--- src/rtl/pkt_conf_pkg.sv ---
// Shared definitions for the configuration-packet responder: beat layout,
// tag encodings, field positions, FSM states and small field helpers.
package pkt_conf_pkg;

   localparam int BEAT_W  = 134;
   localparam int TAG_HI  = 133;
   localparam int TAG_LO  = 132;
   localparam int CODE_HI = 131;
   localparam int CODE_LO = 128;

   localparam logic [1:0] TAG_HEAD      = 2'b01;
   localparam logic [1:0] TAG_TAIL      = 2'b10;
   localparam logic [1:0] TAG_HEAD_TAIL = 2'b11;
   localparam logic [3:0] CODE_FULL     = 4'hf;

   localparam int ETYPE_HI = 31;
   localparam int ETYPE_LO = 16;
   localparam int SEL_BIT  = 16;
   localparam int ADDR_HI  = 47;
   localparam int ADDR_LO  = 16;
   localparam int DATA_HI  = 79;
   localparam int DATA_LO  = 48;
   localparam int DA_HI    = 127;
   localparam int DA_LO    = 80;
   localparam int SA_HI    = 79;
   localparam int SA_LO    = 32;

   typedef enum logic [2:0] {
      ST_IDLE,
      ST_WR_SEL,
      ST_RD_SEL,
      ST_WR_PROG,
      ST_RD_PROG,
      ST_BYPASS
   } state_e;

   // The four configuration ethertypes are consecutive starting at base.
   function automatic state_e decode_etype(input logic [15:0] etype,
                                           input logic [15:0] base);
      state_e st;
      st = ST_BYPASS;
      if (etype == base)
         st = ST_WR_SEL;
      else if (etype == base + 16'd1)
         st = ST_RD_SEL;
      else if (etype == base + 16'd2)
         st = ST_WR_PROG;
      else if (etype == base + 16'd3)
         st = ST_RD_PROG;
      return st;
   endfunction

   function automatic logic [BEAT_W-1:0] swap_mac(input logic [BEAT_W-1:0] beat);
      logic [BEAT_W-1:0] r;
      r = beat;
      r[DA_HI:DA_LO] = beat[SA_HI:SA_LO];
      r[SA_HI:SA_LO] = beat[DA_HI:DA_LO];
      return r;
   endfunction

endpackage

--- src/rtl/pkt_resp_pipe.sv ---
// Two-stage response delay line; program read data is merged into the
// outgoing beat at the second stage, when the memory presents it.
module pkt_resp_pipe
   import pkt_conf_pkg::*;
(
   input  logic              clk,
   input  logic              rst_n,
   input  logic              in_valid,
   input  logic [BEAT_W-1:0] in_beat,
   input  logic              in_sub,
   input  logic              in_hit,
   input  logic [31:0]       rdata,
   output logic              out_valid,
   output logic [BEAT_W-1:0] out_beat
);

   logic              s1_valid;
   logic [BEAT_W-1:0] s1_beat;
   logic              s1_sub;
   logic              s1_hit;
   logic              s2_valid;
   logic [BEAT_W-1:0] s2_beat;
   logic              s2_sub;
   logic              s2_hit;

   always_ff @(posedge clk or negedge rst_n) begin
      if (!rst_n) begin
         s1_valid <= 1'b0;
         s1_beat  <= '0;
         s1_sub   <= 1'b0;
         s1_hit   <= 1'b0;
         s2_valid <= 1'b0;
         s2_beat  <= '0;
         s2_sub   <= 1'b0;
         s2_hit   <= 1'b0;
      end else begin
         s1_valid <= in_valid;
         s1_beat  <= in_valid ? in_beat : '0;
         s1_sub   <= in_valid & in_sub;
         s1_hit   <= in_valid & in_hit;
         s2_valid <= s1_valid;
         s2_beat  <= s1_beat;
         s2_sub   <= s1_sub;
         s2_hit   <= s1_hit;
      end
   end

   // Out-of-range reads never touched memory, so they return zero.
   always_comb begin
      out_valid = s2_valid;
      out_beat  = s2_beat;
      if (s2_sub)
         out_beat[DATA_HI:DATA_LO] = s2_hit ? rdata : 32'd0;
   end

endmodule

--- src/rtl/pkt_conf_responder.sv ---
// Packet-stream configuration responder: bypasses ordinary traffic, and
// handles select-register and program-memory write/read packets.
module pkt_conf_responder
   import pkt_conf_pkg::*;
#(
   parameter int          PROG_AW         = 14,
   parameter logic [15:0] CONF_ETYPE_BASE = 16'h9001
)
(
   input  logic               clk,
   input  logic               rst_n,
   input  logic               data_in_valid,
   input  logic [BEAT_W-1:0]  data_in,
   output logic               bypass_out_valid,
   output logic [BEAT_W-1:0]  bypass_out,
   output logic               resp_out_valid,
   output logic [BEAT_W-1:0]  resp_out,
   output logic               conf_sel,
   output logic               prog_wren,
   output logic               prog_rden,
   output logic [PROG_AW-1:0] prog_addr,
   output logic [31:0]        prog_wdata,
   input  logic [31:0]        prog_rdata
);

   localparam logic [32:0] ADDR_LIMIT = 33'd1 << PROG_AW;

   state_e            state;
   state_e            state_next;
   state_e            head_state;
   state_e            eff_state;
   logic              first_pending;
   logic [1:0]        tag;
   logic [3:0]        code;
   logic              is_head;
   logic              is_tail;
   logic [31:0]       addr_field;
   logic              addr_ok;
   logic              bypass_fire;
   logic              wr_sel_fire;
   logic              wr_prog_fire;
   logic              rd_prog_fire;
   logic              resp_push;
   logic              resp_sub;
   logic [BEAT_W-1:0] resp_beat;

   assign tag        = data_in[TAG_HI:TAG_LO];
   assign code       = data_in[CODE_HI:CODE_LO];
   assign is_head    = (tag == TAG_HEAD) || (tag == TAG_HEAD_TAIL);
   assign is_tail    = (tag == TAG_TAIL) || (tag == TAG_HEAD_TAIL);
   assign addr_field = data_in[ADDR_HI:ADDR_LO];
   assign addr_ok    = {1'b0, addr_field} < ADDR_LIMIT;

   // A head beat is classified on its own ethertype, even mid-packet, so an
   // interrupted packet is simply abandoned.
   always_comb begin
      head_state   = decode_etype(data_in[ETYPE_HI:ETYPE_LO], CONF_ETYPE_BASE);
      eff_state    = is_head ? head_state : state;
      bypass_fire  = data_in_valid && (eff_state == ST_BYPASS);
      wr_sel_fire  = data_in_valid && !is_head && (state == ST_WR_SEL) && first_pending;
      wr_prog_fire = data_in_valid && !is_head && (state == ST_WR_PROG) &&
                     (code == CODE_FULL) && conf_sel && addr_ok;
      rd_prog_fire = data_in_valid && !is_head && (state == ST_RD_PROG) && addr_ok;
      resp_push    = data_in_valid &&
                     ((eff_state == ST_RD_SEL) || (eff_state == ST_RD_PROG));
      resp_sub     = !is_head && (state == ST_RD_PROG);
      resp_beat    = data_in;
      if (is_head)
         resp_beat = swap_mac(data_in);
      else if ((state == ST_RD_SEL) && first_pending)
         resp_beat[SEL_BIT] = conf_sel;
   end

   always_comb begin
      state_next = state;
      if (data_in_valid) begin
         if (is_head)
            state_next = is_tail ? ST_IDLE : head_state;
         else if (is_tail)
            state_next = ST_IDLE;
      end
   end

   always_ff @(posedge clk or negedge rst_n) begin
      if (!rst_n)
         state <= ST_IDLE;
      else
         state <= state_next;
   end

   // Strobes and bypass data are registered one cycle behind the input beat.
   always_ff @(posedge clk or negedge rst_n) begin
      if (!rst_n) begin
         bypass_out_valid <= 1'b0;
         bypass_out       <= '0;
         prog_wren        <= 1'b0;
         prog_rden        <= 1'b0;
         prog_addr        <= '0;
         prog_wdata       <= '0;
         conf_sel         <= 1'b0;
         first_pending    <= 1'b0;
      end else begin
         bypass_out_valid <= bypass_fire;
         bypass_out       <= bypass_fire ? data_in : '0;
         prog_wren        <= wr_prog_fire;
         prog_rden        <= rd_prog_fire;
         prog_addr        <= (wr_prog_fire || rd_prog_fire) ? addr_field[PROG_AW-1:0] : '0;
         prog_wdata       <= wr_prog_fire ? data_in[DATA_HI:DATA_LO] : 32'd0;
         if (wr_sel_fire)
            conf_sel <= data_in[SEL_BIT];
         if (data_in_valid) begin
            if (is_head)
               first_pending <= 1'b1;
            else if (state != ST_IDLE)
               first_pending <= 1'b0;
         end
      end
   end

   pkt_resp_pipe u_resp_pipe (
      .clk       (clk),
      .rst_n     (rst_n),
      .in_valid  (resp_push),
      .in_beat   (resp_beat),
      .in_sub    (resp_sub),
      .in_hit    (addr_ok),
      .rdata     (prog_rdata),
      .out_valid (resp_out_valid),
      .out_beat  (resp_out)
   );

endmodule

--- config.mk ---
export PLATFORM = sky130hd
export DESIGN_NAME = pkt_conf_responder
export DESIGN_NICKNAME = d
export VERILOG_FILES = /design/src/rtl/pkt_conf_pkg.sv /design/src/rtl/pkt_resp_pipe.sv /design/src/rtl/pkt_conf_responder.sv
export SDC_FILE = /design/constraint.sdc
export NUM_CORES = 1
export LEC_CHECK = 0
export ABC_AREA = 1
export BUFFER_PORTS_ARGS = -buffer_cell sky130_fd_sc_hd__buf_4
export CAP_MARGIN = 20
export CORE_MARGIN = 2
export CORE_UTILIZATION = 35
export CTS_CLUSTER_DIAMETER = 50
export CTS_CLUSTER_SIZE = 8
export DETAILED_ROUTE_END_ITERATION = 16
export SYNTH_ARGS = -nofsm -noshare
export SYNTH_HDL_FRONTEND = slang
export SYNTH_SLANG_ARGS = --single-unit
export TNS_END_PERCENT = 5
--- constraint.sdc ---
create_clock -name clk -period 2.11 [get_ports clk]
set_input_delay 0.422 -clock clk [delete_from_list [all_inputs] [get_ports clk]]
set_output_delay 0.422 -clock clk [all_outputs]
set_load 0.05 [all_outputs]
**Word level (Yosys, flattened, before mapping)**

Index checks and enable logic that the tools add are counted.

- Register bits: 462
- Input port bits: 169
- Output and inout bits: 319
- Word-level logic and storage cells: 77

- $lt $le $gt $ge: 1
- Equality and inequality tests: 15
- Multiplexer cells: 19
- Bitwise gates (word level): 2
- Reductions and logical operators: 23

Operators with widths:

| operator | count |
|---|---|
| $mux 134 | 2 |
| $mux 111 | 1 |
| $mux 32 | 3 |
| $eq 16x16->1 const B | 4 |
| $lt 32x15->1 const B | 1 |
| $mux 3 | 7 |
| $mux 14 | 1 |
| $logic_and 1x1->1 | 13 |
| $eq 3x2->1 const B | 3 |
| $eq 3x3->1 const B | 3 |
| $mux 1 | 5 |
| $eq 2x2->1 const B | 2 |
| $eq 4x4->1 const B | 1 |
| $logic_or 1x1->1 | 4 |
| $reduce_and 2->1 | 2 |
| $reduce_bool 2->1 | 2 |
| $eq 3x1->1 const B | 1 |
| $reduce_bool 3->1 | 1 |
| $and 1x1->1 | 2 |
| $eq 2x1->1 const B | 1 |
| $logic_not 1->1 | 1 |

**Logic depth before layout (Yosys ltp)**

Gate-level depths: netlist of the first run.

- Depth after elaboration: 10
- Mapped depth: 15
- Mapped depth without buffers: 12

**Cells and area by module**

From an unflattened synthesis of the first run, not the netlist that was laid out.

- Cell total of the unflattened synthesis: 1,604
- Area, all modules: 16,961.3 um^2

Modules (own cells, without submodules):

| module | instances | cells each | area each (um^2) | seq. area each (um^2) |
|---|---|---|---|---|
| pkt_resp_pipe | 1 | 770 | 9,256.4 | 6,856.6 |
| pkt_conf_responder | 1 | 834 | 7,704.9 | 4,704.5 |

**Worst setup path after synthesis of the first run**

Ideal clock, no wire load.

- Kind: register to output
- From: reg u_resp_pipe.s2_sub
- To: out resp_out[48]
- Arrival: 1.849 ns
- Required time: 1.688 ns
- Setup slack: -0.161 ns
- Cell stages (with the launch flop): 4
- Path buffers: 2
- Path through: dfrtp_1 clkbuf_1 clkbuf_1 o21ai_0

- Cells in the longest elaborated chain, start to end: 1

RTL lines:

| what | line | RTL |
|---|---|---|
| start: declaration | pkt_resp_pipe.sv:23 | `logic s2_sub;` |
| start signal: assignment | pkt_resp_pipe.sv:43 | `s2_sub <= s1_sub;` |
| $mux 32 | pkt_resp_pipe.sv:52 | `if (s2_sub)` |
| end: declaration | pkt_conf_responder.sv:17 | `output logic [BEAT_W-1:0] resp_out,` |

Every way passes these cells.

**Final worst setup path of the first run**

- From: reg u_resp_pipe.s2_sub
- To: out resp_out[72]

Same word-level chain as after synthesis.

==> flow_summary.ini, run 1 <==
[critical_path]
worstPathRequired_ns = 1.69
worstSetupStartpointType = flip-flop
cp_data_arrival_time_ns = 1.72
criticalPathCategory = flip-flop to primary output
crit_path_max_fanout = 11
timing.critical_path.from = u_resp_pipe.s2_sub
end_kind = primary output
rr_startpoint = state[0]

[logic_synthesis]
yosysSeqAreaShare_pct = 70.6
synth_fp_nets = 1637
ys_warn_count = 0
synth_cells = 1468
avgSynthCellArea_um2 = 11.2
mapped_cell_area_um2 = 16400
synth_area_leader_cell = dfrtp_1
dominant_cells_by_area_after_synthesis = dfrtp_1 (71%), nor2_1 (6.9%), buf_4 (4.7%), inv_1 (4.1%), o21ai_0 (4.0%)
synth_cell_types = 23
yosys_register_bits = 462
netlist.area_leader.share_pct = 70.6

[clock_network]
numCtsBuffers = 70
cts.path.max_buffers = 3
clkTransAtPathRegs_ns = 0.05
cts_root_buf = clkbuf_16
cts-htree-levels = 3
numClockSinks = 462
clock_insertion_delay_worst_skew_ns = 0.58
clock_tree_from_tritoncts = built

[power]
powerDensity_nw_per_um2 = 983
static-leakage-power_nw = 12.4
vdd.ir_drop.worst_uv = 654
total_power_mw = 22.6

[drt]
post_drt_wl_per_cell_um = 17.2
detail_route.first_pass.iterations = 5
finalWirelength_mm = 43.9
average_vias_per_placed_instance = 4.39
routed-via-count = 11207
post_route_antenna_net_violation_count = 0
dr.first_iter.drc_count = 640
drt_drc_violations_left = 0

[run_status]
failed_checks = negative setup slack
run_status = finished with violations

[job]
max-cap-violations = 0

[sta]
final_period_minus_worst_setup_slack_ns = 2.14
max-slew-margin-rel_pct = 59.8
final-hold-violation-count = 0
clock_skew_ns = 0.0170
max_clock_freq_mhz = 466
max_slew_violation_total_from_the_final_report = 0
worst_slew_pin_slew_ns = 0.597
worst_slack_ns = -0.0350
final_min_period_over_clock_period_pct = 102
report.final.setup_viol = 21
finalHoldWorstSlack_ns = 0.0905
rsz0062_at_grt = true

[placed_design]
dp_hpwl_mm = 31.4
gp_routability_congestion = 0.862
io_buffers = 487

[floorplan]
core.rowCount = 79
full_die_area_um2 = 48600
initial_core_util_pct = 35.3
fp.coreArea_um2 = 46400
vertical_extent_of_the_die_um = 220
top_level_ports = 488
die_x_um = 220

[cells_and_area]
layout.cells.most_common = buf_4
fillers = 4101
antenna_cells_inserted = 0
final_cell_mix = buf_4 (494), dfrtp_1 (461), nor2_1 (301)
area_growth_syn_to_layout_pct = 40.4
layout.nets = 2104
layout-drive-gt1-share_pct = 38.0

[grt]
antenna_found_initial = 0
number_of_global_route_vias_before_repair = 11630
grt_start_max_net_pins = 101
grt_pass1_wl_mm = 65.4
grt_util_all_layers_pct = 17.9
global_route.overflow_total = 0

[min_path]
worstHoldPathType = input port to flip-flop
hold_path_startpoint = data_in[127]
## flip-flops by register name (all words and copies together), names as in the netlist, 3 cells and up
| name | count |
|---|---|
| prog_wdata | 32 |
| prog_addr | 14 |
| u_resp_pipe.s2_beat | 134 |
| bypass_out | 134 |
| state | 3 |
| u_resp_pipe.s1_beat | 134 |
## per-stage QoR
| step | cell area (µm²) | instances | worst slack [ns] | utilization, % | setup TNS [ns] |
|---|---|---|---|---|---|
| after floorplan | 16400 | 1468 | -0.161 | - | -4.17 |
| after global placement | 20500 | 2463 | 0.0227 | 44.3 | 0 |
| after detailed placement | 20500 | 2463 | -0.110 | 44.3 | -5.25 |
| after CTS | 22900 | 2553 | -0.0603 | 49.5 | -1.23 |
| after global routing | 23000 | 2553 | -0.109 | 49.6 | -1.98 |
| final | 23000 | 2553 | -0.0350 | 49.6 | -0.322 |
## synth_stat cells, drive strengths merged
master / instances
dfrtp: 462
nor2: 343
inv: 183
buf: 136
o21ai: 131
nand2: 125
nand3: 39
clkbuf: 31
nand4: 7
a21oi: 4
o22ai: 3
clkinv: 1
nor3: 1
nor4: 1
o211ai: 1
## worst paths after layout
check / slack, ns / to / cells after the start
min in group asynchronous: 0.40 / u_resp_pipe.s2_beat[71] / 2
hold reg to reg: 0.33 / u_resp_pipe.s2_beat[19] / 0
max in group asynchronous: 0.93 / bypass_out[114] / 3
hold / removal: 0.09 / bypass_out[127] / 3
setup / recovery: -0.03 / resp_out[72] / 5
setup reg to reg: 0.45 / prog_addr[11] / 7
## worst max-delay path: stages (launching register included)
cell and delay [ns]:
dfrtp_4 0.51, buf_12 0.16, buf_8 0.15, nand3_1 0.11, o21ai_2 0.07, buf_6 0.15
## per-layer routing
layer	GRT usage [%]	routed length [µm]
met1	22.2	17800
met2	29.2	21700
met3	4.60	3010
met4	8.50	1360
met5	0	0
## layout make-up
type | count | area, µm² | share of cell area, %
Timing Repair Buffer | 562 | 4740 | 20.6
Inverter | 184 | 691 | 3.00
Tap cell | 607 | 759 | 3.30
Clock inverter | 9 | 124 | 0.538
Sequential cell | 462 | 11600 | 50.3
Clock buffer | 74 | 1830 | 7.95
Multi-Input combinational cell | 655 | 3300 | 14.3
## what timing repair did
item                                   4_1_cts  5_1_grt
hold buffers                                 1        0
pin swaps                                   21        0
endpoints found under the hold margin       35        0
resized for setup                          123       11
buffers inserted                             5        0
setup endpoints to repair                   32       32
gates cloned                                 1        0
## logic make-up (layout without fill, tap and decap cells)
family                 count (synthesis)  after routing  share of synthesized area, %
AOI/OAI and AO/OA                    139            139                          4.28
buffers and inverters                351            829                          11.1
DFF                                  462            462                          70.6
and+or+nand+nor                      516            516                          14.1
## power breakdown
group          internal [mW]  switching (mW)  total, mW
sequential              9.34           0.155       9.49
clock                   6.31            3.67       9.98
combinational          0.996            2.15       3.14
Power figures use the tool's default switching activity.
==> inputs of run 2 (changes only) <==
- BUFFER_PORTS_ARGS: -buffer_cell sky130_fd_sc_hd__buf_4 -> -buffer_cell sky130_fd_sc_hd__buf_2
- PLACE_DENSITY: default -> 0.69
==> run 2 against run 1 <==
Effect of this change: the flow still finishes with violations (negative setup slack); first-iteration DRC count grew 19%; routed wire length is 1.5% lower; sequential cell count stayed put; combinational power is 8.0% lower; design area is 5.2% lower; critical path depth fell by 1; non-clock buffer count is 4 lower; worst setup slack worse by 0.028 ns; final cell count unchanged; hold slack got worse by 0.0076 ns.
==> flow_summary.ini, run 2 (synthesis results as in run 1) <==
[cells_and_area]
layout.nets = 2100
area_taken_by_multi_input_logic_gates_um2 = 3310
final_cell_mix = dfrtp_1 (461), buf_2 (453), nor2_1 (301)
post_route_cell_area_um2 = 21800
biggestRegsByFlops = bypass_out (134), u_resp_pipe.s1_beat (134), u_resp_pipe.s2_beat (134)
area_growth_syn_to_layout_pct = 33.2
seq_area_um2 = 11600
fillers = 4101
layout.cells.most_common = dfrtp_1
layout-drive-gt1-share_pct = 37.9

[drt]
detail_route.first_pass.iterations = 5
routed-via-count = 11540
post_drt_wl_per_cell_um = 16.9
finalWirelength_mm = 43.2
average_vias_per_placed_instance = 4.52
post_route_antenna_net_violation_count = 0
dr.first_iter.drc_count = 760
drt_drc_violations_left = 0

[floorplan]
top_level_ports = 488
full_die_area_um2 = 48600
die_x_um = 220
fp.coreArea_um2 = 46400
core.rowCount = 79
initial_core_util_pct = 35.3
vertical_extent_of_the_die_um = 220

[clock_network]
clock_tree_from_tritoncts = built
clock_insertion_delay_worst_skew_ns = 0.58
cts-htree-levels = 3
cts_root_buf = clkbuf_16
numClockSinks = 462
numCtsBuffers = 70
clkTransAtPathRegs_ns = 0.05
cts.path.max_buffers = 3

[sta]
worst_slew_pin_slew_ns = 0.577
worst_slack_ns = -0.0626
report.final.setup_viol = 22
max-slew-margin-rel_pct = 61.1
clock_skew_ns = 0.0153
max_slew_violation_total_from_the_final_report = 0
final_period_minus_worst_setup_slack_ns = 2.17
final_min_period_over_clock_period_pct = 103
final-hold-violation-count = 0
max_clock_freq_mhz = 460
rsz0062_at_grt = true
finalHoldWorstSlack_ns = 0.0829

[placed_design]
io_buffers = 487
dp_hpwl_mm = 30.4
gp_routability_congestion = 0.878
placed_cell_area_um2 = 19300

[grt]
antenna_found_initial = 1
busiest_layer_in_global_routing = met2
globalRouteMet1Util_pct = 21.5
global_route.overflow_total = 0
grtUsageMet2_pct = 28.9
met3_usage_pct = 4.92
grt_start_max_net_pins = 105
grt_util_all_layers_pct = 17.5
grt_pass1_wl_mm = 64.8
number_of_global_route_vias_before_repair = 11801

[run_status]
run_status = finished with violations
failed_checks = negative setup slack

[power]
static-leakage-power_nw = 12.2
total_power_mw = 22.2
vdd.ir_drop.worst_uv = 581
powerDensity_nw_per_um2 = 1020

[critical_path]
worstPathRequired_ns = 1.69
criticalPathCategory = flip-flop to primary output
crit_path_max_fanout = 13
worstSetupStartpointType = flip-flop
end_kind = primary output
cp_data_arrival_time_ns = 1.75

[job]
max-cap-violations = 0

[min_path]
worstHoldPathType = input port to flip-flop
-- run 2: cell count changes in the layout (fill, tap and decap cells not counted), sizes merged --
cell / previous run / this run
buf: 561 / 557
bufinv: 2 / 0
clkbuf: 74 / 76
clkinv: 4 / 5
clkinvlp: 1 / 2
diode: 0 / 1
inv: 186 / 187
-- run 2: worst max-delay path, cell delays in order, from the launching register on --
cell and delay (ns):
dfrtp_4 0.50, buf_12 0.16, buf_12 0.15, o21ai_2 0.17
buf_6 0.18
-- run 2: power breakdown --
part | internal [mW] | switching, mW | total [mW]
Clock | 6.11 | 3.74 | 9.85
Sequential | 9.34 | 0.142 | 9.48
Combinational | 0.743 | 2.15 | 2.89
Total | 16.2 | 6.03 | 22.2
-- run 2: what timing repair did --
| action | in CTS | in global routing |
|---|---|---|
| setup buffers | 6 | 0 |
| setup endpoints to repair | 32 | 32 |
| pin swaps | 15 | 1 |
| gates resized for setup | 139 | 27 |
| hold buffers | 1 | 0 |
| hold endpoints to repair | 33 | 0 |
-- run 2: path summary, 6_finish.rpt --
check	startpoint	end	slack, ns	depth (start not counted)
worst max-delay path	u_resp_pipe.s2_sub	resp_out[72]	-0.06	4
worst min-delay path	data_in[5]	u_resp_pipe.s1_beat[5]	0.08	3
worst max register to register	state[1]	u_resp_pipe.s1_beat[61]	0.52	10
worst min register to register	u_resp_pipe.s1_beat[67]	u_resp_pipe.s2_beat[67]	0.34	0
max in group asynchronous	rst_n	bypass_out[96]	1.01	3
min in group asynchronous	rst_n	prog_wdata[16]	0.37	2
-- run 2: layout make-up --
type	count	share of cell area, %
timing repair buffer	558	16.3
sequential	462	53.0
clock buffer	76	8.37
clock inverter	10	0.556
inverter	184	3.17
multi-input combinational	655	15.1
antenna	1	0.0115
tap	607	3.48
-- run 2: metrics by stage --
step                TNS (ns)  utilization [%]  worst slack, ns  instances
floorplan              -4.17                -           -0.161       1468
global placement      -0.741             41.6          -0.0688       2459
detailed placement     -2.63             41.6          -0.0732       2459
CTS                    -1.47             46.8          -0.0746       2552
global route           -2.25             47.1           -0.126       2553
finish                -0.379             47.1          -0.0626       2553
-- run 2: per-layer routing --
metal	vias up	wire length [µm]
met5	-	0
met4	0	1460
met3	117	3020
met2	467	21800
met1	5725	16900
li1	5231	-
==> inputs of run 3 (changes only) <==
- CORE_AREA: default -> 2 2 192 194
- CORE_MARGIN: 2 -> default
- CORE_UTILIZATION: 35 -> default
- DIE_AREA: default -> 0 0 194 196
- GPL_TIMING_DRIVEN: default -> 0
- PLACE_DENSITY: 0.69 -> 0.83
==> run 3 against run 2 <==
Effect of this change: the run ends with negative hold slack, negative setup slack left; clock power down 1%; register-to-register slack worse by 0.37 ns; routed wire length up 16%; critical path depth unchanged; critical endpoint is now resp_out[61]; highest routed layer unchanged.
==> flow_summary.ini, run 3 (synthesis results as in run 1) <==
[sta]
worst_slew_pin_slew_ns = 0.780
final_min_period_over_clock_period_pct = 104
worst_slack_ns = -0.0852
rsz0062_at_grt = true
max-slew-margin-rel_pct = 48.0
max_slew_violation_total_from_the_final_report = 0
final-hold-violation-count = 100
max_clock_freq_mhz = 456
report.final.setup_viol = 29
final_period_minus_worst_setup_slack_ns = 2.20
finalHoldWorstSlack_ns = -0.128
clock_skew_ns = 0.0169

[cells_and_area]
area_taken_by_multi_input_logic_gates_um2 = 3170
final_cell_mix = buf_2 (476), dfrtp_1 (460), nor2_1 (301)
layout-drive-gt1-share_pct = 39.0
area_growth_syn_to_layout_pct = 33.5
final_core_utilization_pct = 60.6
layout.nets = 2202
biggestRegsByFlops = bypass_out (134), u_resp_pipe.s1_beat (134), u_resp_pipe.s2_beat (134)
seq_area_um2 = 11600
layout.cells.most_common = buf_2
fillers = 2753

[placed_design]
io_buffers = 487
gp_routability_congestion = 0.915
dp_hpwl_mm = 35.0

[power]
power_switching_share_pct = 27.1
intPower_mw = 16.2
power.share.clock_pct = 43.7
vdd.ir_drop.worst_uv = 826
powerDensity_nw_per_um2 = 1020
p_seq_share_pct = 42.7
static-leakage-power_nw = 12.6
combinational_cell_fraction_of_total_power_pct = 13.6
switchingPower_mw = 6.02

[floorplan]
top_level_ports = 488
initial_core_util_pct = 45.4
die_x_um = 194
core.rowCount = 70
vertical_extent_of_the_die_um = 196
full_die_area_um2 = 38000
fp.coreArea_um2 = 36100

[clock_network]
clkTransAtPathRegs_ns = 0.05
numCtsBuffers = 70
clock_insertion_delay_worst_skew_ns = 0.56
cts-htree-levels = 3
numClockSinks = 462
clock_tree_from_tritoncts = built
cts_root_buf = clkbuf_16
cts.path.max_buffers = 3

[run_status]
failed_checks = negative hold slack, negative setup slack
run_status = finished with violations

[job]
max-cap-violations = 0

[grt]
grt_pass1_wl_mm = 74.7
antenna_found_initial = 3
grt_start_max_net_pins = 128
number_of_global_route_vias_before_repair = 13163
grt_util_all_layers_pct = 26.0
global_route.overflow_total = 0

[drt]
routed-via-count = 12497
finalWirelength_mm = 50.2
average_vias_per_placed_instance = 4.98
post_drt_wl_per_cell_um = 20.0
drt_drc_violations_left = 0
post_route_antenna_net_violation_count = 0
detail_route.first_pass.iterations = 6
dr.first_iter.drc_count = 770

[critical_path]
cp_data_arrival_time_ns = 1.77
worstSetupStartpointType = flip-flop
criticalPathCategory = flip-flop to primary output
crit_path_max_fanout = 10
end_kind = primary output
worstPathRequired_ns = 1.69

[min_path]
worstHoldPathType = input port to asynchronous set/reset pin
-- run 3: changes by cell type in the layout (fill, tap and decap cells not counted), sizes merged --
cell,previous run,this run
diode,1,2
dlygate4sd3,1,0
clkbuf,76,102
clkinv,5,3
buf,557,634
inv,187,183
-- run 3: through the flow --
step	area (µm²)	std cells	power, mW	setup TNS [ns]	setup slack, ns
2_1_floorplan	16400	1468	11.5	-4.17	-0.161
3_3_place_gp	19400	2423	12.4	-3863.78	-8.03
3_5_place_dp	19500	2426	12.5	-194.02	-1.13
4_1_cts	21600	2507	22.3	-3.36	-0.149
5_1_grt	21900	2509	22.9	-2.69	-0.136
6_report	21900	2511	22.2	-1.24	-0.0852
-- run 3: power by group through the flow --
stage          registers (mW)  clock network [mW]  logic (mW)
6_report                 9.48                9.72        3.03
5_1_grt                  9.51                10.2        3.21
4_1_cts                  9.48                9.84        2.96
3_5_place_dp             9.61                   0        2.90
3_3_place_gp             9.60                   0        2.83
2_1_floorplan            10.1                   0        1.37
-- run 3: cell type report --
cell class | count | area share [%]
tap | 468 | 2.68
sequential | 462 | 52.9
inverter | 184 | 3.16
timing repair buffer | 494 | 12.7
antenna | 2 | 0.0229
buffer | 166 | 5.47
clock inverter | 4 | 0.149
multi-input combinational | 655 | 14.5
clock buffer | 76 | 8.45
-- run 3: repair_timing --
action	4_1_cts	5_1_grt
pin swaps	0	6
buffers inserted	2	2
endpoints found under the setup margin	181	88
endpoints found under the hold margin	100	84
resized for setup	78	95
-- run 3: path summary, 6_finish.rpt --
path / end / from / slack (ns) / depth (start not counted)
max in group asynchronous: u_resp_pipe.s2_beat[40] / rst_n / 0.59 / 3
setup / recovery: resp_out[61] / u_resp_pipe.s2_sub / -0.09 / 4
min in group clk: u_resp_pipe.s1_beat[1] / data_in[1] / 0.11 / 3
hold reg to reg: u_resp_pipe.s2_beat[39] / u_resp_pipe.s1_beat[39] / 0.34 / 0
setup reg to reg: bypass_out[96] / state[1] / 0.15 / 9
hold / removal: u_resp_pipe.s2_beat[121] / rst_n / -0.13 / 1
-- run 3: routing by layer --
layer  global-route usage (%)  share of wire (%)  vias to the layer above
li1                         -                  -                     5434
met1                     31.9                 38                     6219
met2                     43.6                 50                      663
met3                     6.05                7.2                      181
met4                     12.9                5.1                        0
met5                        0                  0                        -
-- run 3: critical path, cell delays in order (launching register included) --
cell and delay, ns:
dfrtp_4 0.49, buf_6 0.16, buf_4 0.17, o21ai_0 0.17
buf_4 0.22
